## config.mk

```make
export PLATFORM = sky130hd
export DESIGN_NAME = tstate_sequencer_flat
export DESIGN_NICKNAME = d
export VERILOG_FILES = /design/src/rtl/cpu_ctrl_pkg.sv /design/src/rtl/tstate_sequencer_if.sv /design/src/rtl/tstate_onehot_dec.sv /design/src/rtl/tstate_sequencer.sv /design/src/flat_wrapper.sv
export SDC_FILE = /design/constraint.sdc
export NUM_CORES = 1
export LEC_CHECK = 0
export ABC_AREA = 0
export CAP_MARGIN = 20
export CORE_MARGIN = 2
export CORE_UTILIZATION = 48
export DETAILED_ROUTE_END_ITERATION = 12
export MAX_ROUTING_LAYER = met4
export PLACE_DENSITY = 0.86
export SLEW_MARGIN = 10
export SYNTH_ARGS = -nofsm -noshare
export SYNTH_HDL_FRONTEND = slang
export SYNTH_SLANG_ARGS = --single-unit
export TNS_END_PERCENT = 1
```

## constraint.sdc

```tcl
create_clock -name iClk -period 6.03 [get_ports iClk]
set_clock_uncertainty 0.05 [all_clocks]
set_input_delay 0.603 -clock iClk [delete_from_list [all_inputs] [get_ports iClk]]
set_output_delay 0.603 -clock iClk [all_outputs]
set_load 0.02 [all_outputs]
```

## src/rtl/cpu_ctrl_pkg.sv

```systemverilog
// Shared control-path definitions for the SAP-2 class MPU sequencer.
package cpu_ctrl_pkg;

  localparam int unsigned DEF_NUM_T     = 18;
  localparam int unsigned DEF_FETCH_LEN = 3;
  localparam int unsigned DEF_CNT_W     = 16;

  typedef enum logic {
    RUN  = 1'b0,
    HALT = 1'b1
  } seqState_t;

  // Named T-state indices as used by the control matrix.
  localparam int unsigned T0  = 0;
  localparam int unsigned T1  = 1;
  localparam int unsigned T2  = 2;
  localparam int unsigned T3  = 3;
  localparam int unsigned T4  = 4;
  localparam int unsigned T5  = 5;
  localparam int unsigned T6  = 6;
  localparam int unsigned T7  = 7;
  localparam int unsigned T8  = 8;
  localparam int unsigned T9  = 9;
  localparam int unsigned T10 = 10;
  localparam int unsigned T11 = 11;
  localparam int unsigned T12 = 12;
  localparam int unsigned T13 = 13;
  localparam int unsigned T14 = 14;
  localparam int unsigned T15 = 15;
  localparam int unsigned T16 = 16;
  localparam int unsigned T17 = 17;

endpackage

```

## src/rtl/tstate_sequencer_if.sv

```systemverilog
// Decoder <-> sequencer <-> control matrix signal bundle.
interface tstate_sequencer_if
  import cpu_ctrl_pkg::*;
#(
  parameter int unsigned NUM_T = DEF_NUM_T,
  parameter int unsigned CNT_W = DEF_CNT_W,
  parameter int unsigned TW    = $clog2(NUM_T)
);

  logic             iStall;
  logic [TW-1:0]    iEndLong;
  logic [TW-1:0]    iEndShort;
  logic             iCondFail;
  logic             iHaltReq;
  logic             iResume;
  logic [NUM_T-1:0] oTstate;
  logic [TW-1:0]    oTindex;
  logic             oFetch;
  logic             oLast;
  logic             oHalted;
  logic             oOverrun;
  logic [CNT_W-1:0] oRetired;

  // Decoder / memory side.
  modport master (
    output iStall, iEndLong, iEndShort, iCondFail, iHaltReq, iResume,
    input  oTstate, oTindex, oFetch, oLast, oHalted, oOverrun, oRetired
  );

  // Sequencer side.
  modport slave (
    input  iStall, iEndLong, iEndShort, iCondFail, iHaltReq, iResume,
    output oTstate, oTindex, oFetch, oLast, oHalted, oOverrun, oRetired
  );

endinterface

```

## src/rtl/tstate_onehot_dec.sv

```systemverilog
// Binary T-index to one-hot T-state decoder with an output enable.
module tstate_onehot_dec #(
  parameter int unsigned NUM_T = 18,
  parameter int unsigned TW    = $clog2(NUM_T)
) (
  input  logic [TW-1:0]    index,
  input  logic             enable,
  output logic [NUM_T-1:0] oneHot
);

  // One bit set at the active index; all zero when disabled.
  always_comb begin
    oneHot = '0;
    for (int unsigned i = 0; i < NUM_T; i++) begin
      if (enable && (index == TW'(i))) begin
        oneHot[i] = 1'b1;
      end
    end
  end

endmodule

```

## src/rtl/tstate_sequencer.sv

```systemverilog
// T-state sequencer: instruction-length termination, wait-state stalling,
// HLT handling, overrun flag and retired-instruction counter.
module tstate_sequencer
  import cpu_ctrl_pkg::*;
#(
  parameter int unsigned NUM_T     = DEF_NUM_T,
  parameter int unsigned FETCH_LEN = DEF_FETCH_LEN,
  parameter int unsigned CNT_W     = DEF_CNT_W
) (
  input logic               iClk,
  input logic               iReset,
  tstate_sequencer_if.slave bus
);

  localparam int unsigned   TW        = $clog2(NUM_T);
  localparam logic [TW-1:0] FETCH_IDX = TW'(FETCH_LEN);
  localparam logic [TW-1:0] LAST_IDX  = TW'(NUM_T - 1);
  localparam logic [TW-1:0] FIRST_IDX = TW'(T0);

  seqState_t        state, stateNext;
  logic [TW-1:0]    tIdx, tIdxNext;
  logic             overrun, overrunNext;
  logic [CNT_W-1:0] retired, retiredNext;
  logic [TW-1:0]    endSel, endEff;
  logic             endValid;
  logic             last;

  // Effective end index. Short ends are raised to the first execute state.
  // An end beyond the last T-state can never be reached: it is left to run
  // into the overrun path rather than retiring at the last state.
  always_comb begin
    endSel   = bus.iCondFail ? bus.iEndShort : bus.iEndLong;
    endEff   = (endSel < FETCH_IDX) ? FETCH_IDX : endSel;
    endValid = (endSel <= LAST_IDX);
  end

  // Next-state, retire and overrun decisions.
  always_comb begin
    stateNext   = state;
    tIdxNext    = tIdx;
    overrunNext = overrun;
    retiredNext = retired;
    last        = 1'b0;
    unique case (state)
      RUN: begin
        if (!bus.iStall) begin
          if ((tIdx == FETCH_IDX) && bus.iHaltReq) begin
            stateNext   = HALT;
            tIdxNext    = FIRST_IDX;
            retiredNext = retired + CNT_W'(1);
          end else if ((tIdx >= FETCH_IDX) && endValid && (tIdx == endEff)) begin
            last        = 1'b1;
            tIdxNext    = FIRST_IDX;
            retiredNext = retired + CNT_W'(1);
          end else if (tIdx == LAST_IDX) begin
            tIdxNext    = FIRST_IDX;
            overrunNext = 1'b1;
          end else begin
            tIdxNext = tIdx + TW'(1);
          end
        end
      end
      HALT: begin
        if (bus.iResume) begin
          stateNext = RUN;
          tIdxNext  = FIRST_IDX;
        end
      end
      default: begin
        stateNext = RUN;
        tIdxNext  = FIRST_IDX;
      end
    endcase
  end

  // State register, counter and sticky overrun flag.
  always_ff @(posedge iClk or posedge iReset) begin
    if (iReset) begin
      state   <= RUN;
      tIdx    <= FIRST_IDX;
      overrun <= 1'b0;
      retired <= '0;
    end else begin
      state   <= stateNext;
      tIdx    <= tIdxNext;
      overrun <= overrunNext;
      retired <= retiredNext;
    end
  end

  tstate_onehot_dec #(
    .NUM_T (NUM_T),
    .TW    (TW)
  ) uDec (
    .index  (tIdx),
    .enable (state == RUN),
    .oneHot (bus.oTstate)
  );

  // Registered-state views for the decoder and control matrix.
  always_comb begin
    bus.oTindex  = tIdx;
    bus.oFetch   = (state == RUN) && (tIdx < FETCH_IDX);
    bus.oLast    = last;
    bus.oHalted  = (state == HALT);
    bus.oOverrun = overrun;
    bus.oRetired = retired;
  end

endmodule

```

## src/flat_wrapper.sv

```systemverilog
// flat-port wrapper written by rule: the top's interface ports become plain ports
module tstate_sequencer_flat import cpu_ctrl_pkg::*;
#(
  parameter int unsigned NUM_T     = DEF_NUM_T,
  parameter int unsigned FETCH_LEN = DEF_FETCH_LEN,
  parameter int unsigned CNT_W     = DEF_CNT_W
)
  (iClk, iReset, bus_iStall, bus_iEndLong, bus_iEndShort, bus_iCondFail, bus_iHaltReq, bus_iResume, bus_oTstate, bus_oTindex, bus_oFetch, bus_oLast, bus_oHalted, bus_oOverrun, bus_oRetired);
  tstate_sequencer_if #(.NUM_T(NUM_T), .CNT_W(CNT_W)) bus_i ();
  input logic iClk;
  input logic iReset;
  input wire logic [$bits(bus_i.iStall)-1:0] bus_iStall;
  input wire logic [$bits(bus_i.iEndLong)-1:0] bus_iEndLong;
  input wire logic [$bits(bus_i.iEndShort)-1:0] bus_iEndShort;
  input wire logic [$bits(bus_i.iCondFail)-1:0] bus_iCondFail;
  input wire logic [$bits(bus_i.iHaltReq)-1:0] bus_iHaltReq;
  input wire logic [$bits(bus_i.iResume)-1:0] bus_iResume;
  output wire logic [$bits(bus_i.oTstate)-1:0] bus_oTstate;
  output wire logic [$bits(bus_i.oTindex)-1:0] bus_oTindex;
  output wire logic [$bits(bus_i.oFetch)-1:0] bus_oFetch;
  output wire logic [$bits(bus_i.oLast)-1:0] bus_oLast;
  output wire logic [$bits(bus_i.oHalted)-1:0] bus_oHalted;
  output wire logic [$bits(bus_i.oOverrun)-1:0] bus_oOverrun;
  output wire logic [$bits(bus_i.oRetired)-1:0] bus_oRetired;
  assign bus_i.iStall = bus_iStall;
  assign bus_i.iEndLong = bus_iEndLong;
  assign bus_i.iEndShort = bus_iEndShort;
  assign bus_i.iCondFail = bus_iCondFail;
  assign bus_i.iHaltReq = bus_iHaltReq;
  assign bus_i.iResume = bus_iResume;
  assign bus_oTstate = bus_i.oTstate;
  assign bus_oTindex = bus_i.oTindex;
  assign bus_oFetch = bus_i.oFetch;
  assign bus_oLast = bus_i.oLast;
  assign bus_oHalted = bus_i.oHalted;
  assign bus_oOverrun = bus_i.oOverrun;
  assign bus_oRetired = bus_i.oRetired;
  tstate_sequencer #(.NUM_T(NUM_T), .FETCH_LEN(FETCH_LEN), .CNT_W(CNT_W)) u_core (.iClk(iClk), .iReset(iReset), .bus(bus_i));
endmodule
```

; Word level (Yosys, flattened, before mapping)
; Cells that the tools add are included.
[word_totals]
ff_bits = 23
out_inout_bits = 43
word_cells = 97
[classes]
add_sub_neg = 2
order_cmp = 4
eq_ne = 20
mux = 36
n_bitwise = 4
n_reduce_logical = 27
[ops]
columns = operator, count
row1 = 5-bit by 4-bit == test with 1-bit output (second input constant), 8
row2 = 5-bit 2-to-1 mux, 7
row3 = 16-bit 2-to-1 mux, 2
row4 = 1-bit 2-to-1 mux, 25
row5 = 1-bit logical AND, 22
row6 = 5-bit by 3-bit == test with 1-bit output (second input constant), 4
row7 = 16-bit by 1-bit adder with 16-bit output (second input constant), 1
row8 = 5-bit by 2-bit == test with 1-bit output (second input constant), 2
row9 = 5-bit == test (second input constant), 2
row10 = 5-bit by 2-bit less-than comparator with 1-bit output (second input constant), 2
row11 = 5-bit case mux with 2 select lines, 1
row12 = 5-bit by 1-bit adder with 5-bit output (second input constant), 1
row13 = 5-bit by 1-bit == test with 1-bit output (second input constant), 1
row14 = 5-bit == test, 1
row15 = 5-bit by 2-bit greater-or-equal comparator with 1-bit output (second input constant), 1
row16 = 5-bit less-or-equal comparator (second input constant), 1
row17 = 5-bit zero test, 1
row18 = 5-bit AND reduction, 1
row19 = 2-bit inequality test (second input constant), 2
row20 = 1-bit inverter, 4
row21 = 3-bit AND reduction, 1
row22 = 1-bit case mux with 2 select lines, 1
row23 = 2-bit AND reduction, 1
row24 = 2-bit nonzero test, 1

; Longest topological paths before layout
[depth]
ltp_word = 9
mapped_depth = 9
ltp_nobuf = 7

; Modules after synthesis
; From an unflattened synthesis, not the netlist that was laid out.
[hier_totals]
hier_cells = 165
area_unflattened_um2 = 1524.0
[by_module_without_submodules]
columns = module, n_inst, cells_per_inst, area_per_inst_um2, seq_area_each_um2
row1 = tstate_sequencer, 1, 139, 1372.6, 575.6
row2 = tstate_onehot_dec, 1, 26, 151.4, 0.0

; Worst setup path after synthesis
; OpenSTA, ideal clock, no wires.
[synth_path]
kind = input port to output port
start = input port bus_iCondFail
end = output port bus_oLast
arrival_time_ns = 2.008
t_required_ns = 5.377
setup_slack_ns = 3.369
cell_stages = 7
n_path_buf = 1
cell_sequence = buf_6 -> or3_4 -> nor3b_2 -> a21oi_1 -> a211oi_4 -> nand2_1 -> nor2_1
[synth_between]
elab_chain_len = 9
word_cells_on_any_way = 11
[synth_lines]
columns = item, line
row1 = from (decl), flat_wrapper.sv:15  ; input wire logic [$bits(bus_i.iCondFail)-1:0] bus_iCondFail;
row2 = 5-bit 2-to-1 mux (*), tstate_sequencer.sv:32  ; endSel = bus.iCondFail ? bus.iEndShort : bus.iEndLong;
row3 = 5-bit by 2-bit less-than comparator with 1-bit output, tstate_sequencer.sv:33  ; endEff = (endSel < FETCH_IDX) ? FETCH_IDX : endSel;
row4 = 5-bit 2-to-1 mux, tstate_sequencer.sv:33
row5 = 5-bit == test, tstate_sequencer.sv:51  ; end else if ((tIdx >= FETCH_IDX) && endValid && (tIdx == endEff)) begin
row6 = 1-bit logical AND (*), tstate_sequencer.sv:51
row7 = 1-bit 2-to-1 mux (*), tstate_sequencer.sv:51
row8 = 1-bit 2-to-1 mux (*), tstate_sequencer.sv:47  ; if ((tIdx == FETCH_IDX) && bus.iHaltReq) begin
row9 = 1-bit 2-to-1 mux (*), tstate_sequencer.sv:46  ; if (!bus.iStall) begin
row10 = 1-bit 2-to-1 mux (*), tstate_sequencer.sv:44  ; unique case (state)
row11 = to (decl), flat_wrapper.sv:21  ; output wire logic [$bits(bus_i.oLast)-1:0] bus_oLast;
; Every way passes the cells marked *; elsewhere a longest branch is shown, timed or not.

; Worst setup path in the final report
; Ends and elaborated chain as after synthesis.

==> metrics.yaml <==
synth_cell_type_count: 39
synthAdderAreaFrac_pct: 4.789
ant_nets: 0
rr_worst_depth: 7
grt_max_degree: 24
die_w_um: 61.15
post-cts-setup-buffers: 0
drc: 0
setup_viol: 0
cp_num_cells: 8
final_area_um2: 2186
p_leak_uw: 0.0009997
drive_above_1_share_pct: 5.333
cts_made_buffers: 3
rows: 20
ir_drop_mv: 0.2298
final_nets: 248
synthTopCellsByCount: "23 x dfrtp_1, 15 x xor2_1, 14 x nand2_1"
avgRoutedWirePerCell_um: 14.77
reg2reg_slack_ns: 3.49
antenna_cells: 0
cts.sinks: 23
synthesis.area_um2: 1568
crit_top_cell: "clkdlybuf4s50_1"
syn_nets: 193
syn_area_per_cell_um2: 9.168
synth.most_common_cell: "dfrtp_1"
critPathTopFamily: "buffers and inverters"
clock.fmax_ghz: 0.2672
r2r-start: "u_core.bus.oTindex[0]"
yosys_warnings: 0
min-delay-path-class: "reg -> reg"
yosys-mux-area-fraction_pct: 3.990
synthToLayoutAreaGrowth_pct: 39.43
die-area_um2: 3739
cts_hold_buffers: 0
clk_latency_ns: 0.31
critical-path-slowest-cell: "clkdlybuf4s50_1"
synth_top_cell_by_area: "dfrtp_1"
overflow: 0
grt_usage_pct: 22.39
synth_top_area_share_pct: 36.71
vias: 1472
cap_violations: 0
yosys-top-cells-area: "dfrtp_1 37%, xor2_1 8.4%, and3_1 4.8%"
rsz0062_at_grt: "false"
tightest_slew_ns: 0.8581
clock_path_buffers: 2
initialDrtViolationCount: 63
dpl.hpwl_um: 3031
synth_enable_flop_cells: 0
num_io_pins: 59
cts-root-buf: "clkbuf_4"
slew_viol_final: 0
die_height_um: 61.15
via_per_inst: 5.472
cp_cell_sequence: "clkdlybuf4s50_1, or3_4, nor3b_2, a21oi_1, a211oi_4, nand2_1, nor2_1, clkdlybuf4s50_1"
cts_tree: "built"
final_cell_count_no_fill: 269
antenna_found_initial: 0
worstPathRequired_ns: 5.38
placed_cells: 265
synth_top_family_by_area: "simple AND/OR/NAND/NOR gates"
crit_start: "bus_iCondFail"
ys_ff_latch: 23
numPortBuffers: 58
status: "completed"
ys_async_sr_fraction_pct: 100.0
ctsResizeCount: 0
clkTransAtPathRegs_ns: 0.13
wl_um: 3972
gp_congestion: 0.8032
synth-seq-area-share_pct: 36.71
pre_cts_ws_ns: 2.302
layout_setup_ws_ns: 2.288
startpoint_type: "input port"
period_needed_ns: 3.742
drt_first_pass_iters: 4
end_kind: "primary output"
crit_end: "bus_oLast"
path_class: "in -> out"
rr_endpoint: "u_core.bus.oRetired[1]"
grt_pass1_wl_um: 6134
fin_setup_tns_ns: 0
synth-simple-area-share_pct: 31.28
ys.flop_type: "dfrtp_1"
relSlewSlack_pct: 42.73
fin_crit_sh_pct: 62.06
coreArea_um2: 3078
crit_fanout: 10
path_buf_inv: 2
placed_area_um2: 2158
hold_viol: 0
synth_cells: 171
synth_compound_area_share_pct: 8.061
slowest_delay_ns: 0.61
initial_core_util_pct: 50.93
p_per_area_nw_per_um2: 311.6
synth_xor_area_share_pct: 10.61
grt_pass1_vias: 1349
cp.arrival_ns: 3.09
htree_num_levels: 1
==> area by class of cell <==
cell class | instances | area (µm²)
clock buffer | 3 | 22.52
clock inverter | 1 | 5.005
fill | 245 | 892.1
inverter | 7 | 26.28
multi-input combinational | 133 | 920.9
sequential | 23 | 575.6
tap | 44 | 55.05
timing repair buffer | 58 | 580.6
==> worst min-delay path by stage <==
stage,cells past startpoint,startpoint,slack [ns],to
after floorplan,1,u_core.bus.oRetired[15],0.53,u_core.bus.oRetired[15]
final,1,u_core.bus.oRetired[15],0.42,u_core.bus.oRetired[15]
after CTS,1,u_core.bus.oRetired[15],0.43,u_core.bus.oRetired[15]
after global routing,1,u_core.bus.oRetired[15],0.45,u_core.bus.oRetired[15]
after detailed placement,1,u_core.bus.oRetired[15],0.41,u_core.bus.oRetired[15]
after global placement,1,u_core.bus.oRetired[15],0.41,u_core.bus.oRetired[15]
==> metal layers <==
metal  global-route usage (%)  wire length [µm]  vias up
met5                        -                 0        -
met4                    5.590                29        0
met3                    1.891               144        4
met2                    38.60              2049       46
met1                    28.34              1748      716
li1                         -                 -      706
==> logic make-up after synthesis <==
| logic type | Yosys count |
|---|---|
| buf+inv | 15 |
| mux | 6 |
| compound gates | 16 |
| fa+ha+maj | 6 |
| flops | 23 |
| xor+xnor | 19 |
| simple gates | 86 |
==> power breakdown <==
group          switching [µW]  internal (µW)  total [µW]  leakage (µW)
Clock                    47.0           24.8        71.8     0.0000177
Combinational             200            177         377      0.000675
Sequential               55.4            177         232      0.000307
Total                     302            379         681       0.00100
==> cells in the final DEF (no fill, tap or decap), types with 6 or more instances in the layout <==
cell	n
clkdlybuf4s50_1	58
nor2_1	9
xor2_1	15
dfrtp_1	23
nand3_1	13
ha_1	6
nor3_1	11
nand2_1	14
inv_1	7
and3_1	12
==> flip-flops by register name, indices dropped and copies added (netlist names) <==
register,cells
u_core.bus.oTindex,5
u_core.bus.oOverrun,1
u_core.bus.oRetired,16
u_core.bus.oHalted,1
==> per-stage QoR <==
step	util, %	total power (µW)	hold WS, ns
global placement	70.12	601.4	0.4053
global route	71.02	725.1	0.4502
detailed placement	70.12	611.6	0.4100
CTS	71.02	682.5	0.4292
floorplan	-	455.9	0.5277
finish	71.02	681.0	0.4241
Power figures use the tool's default switching activity.
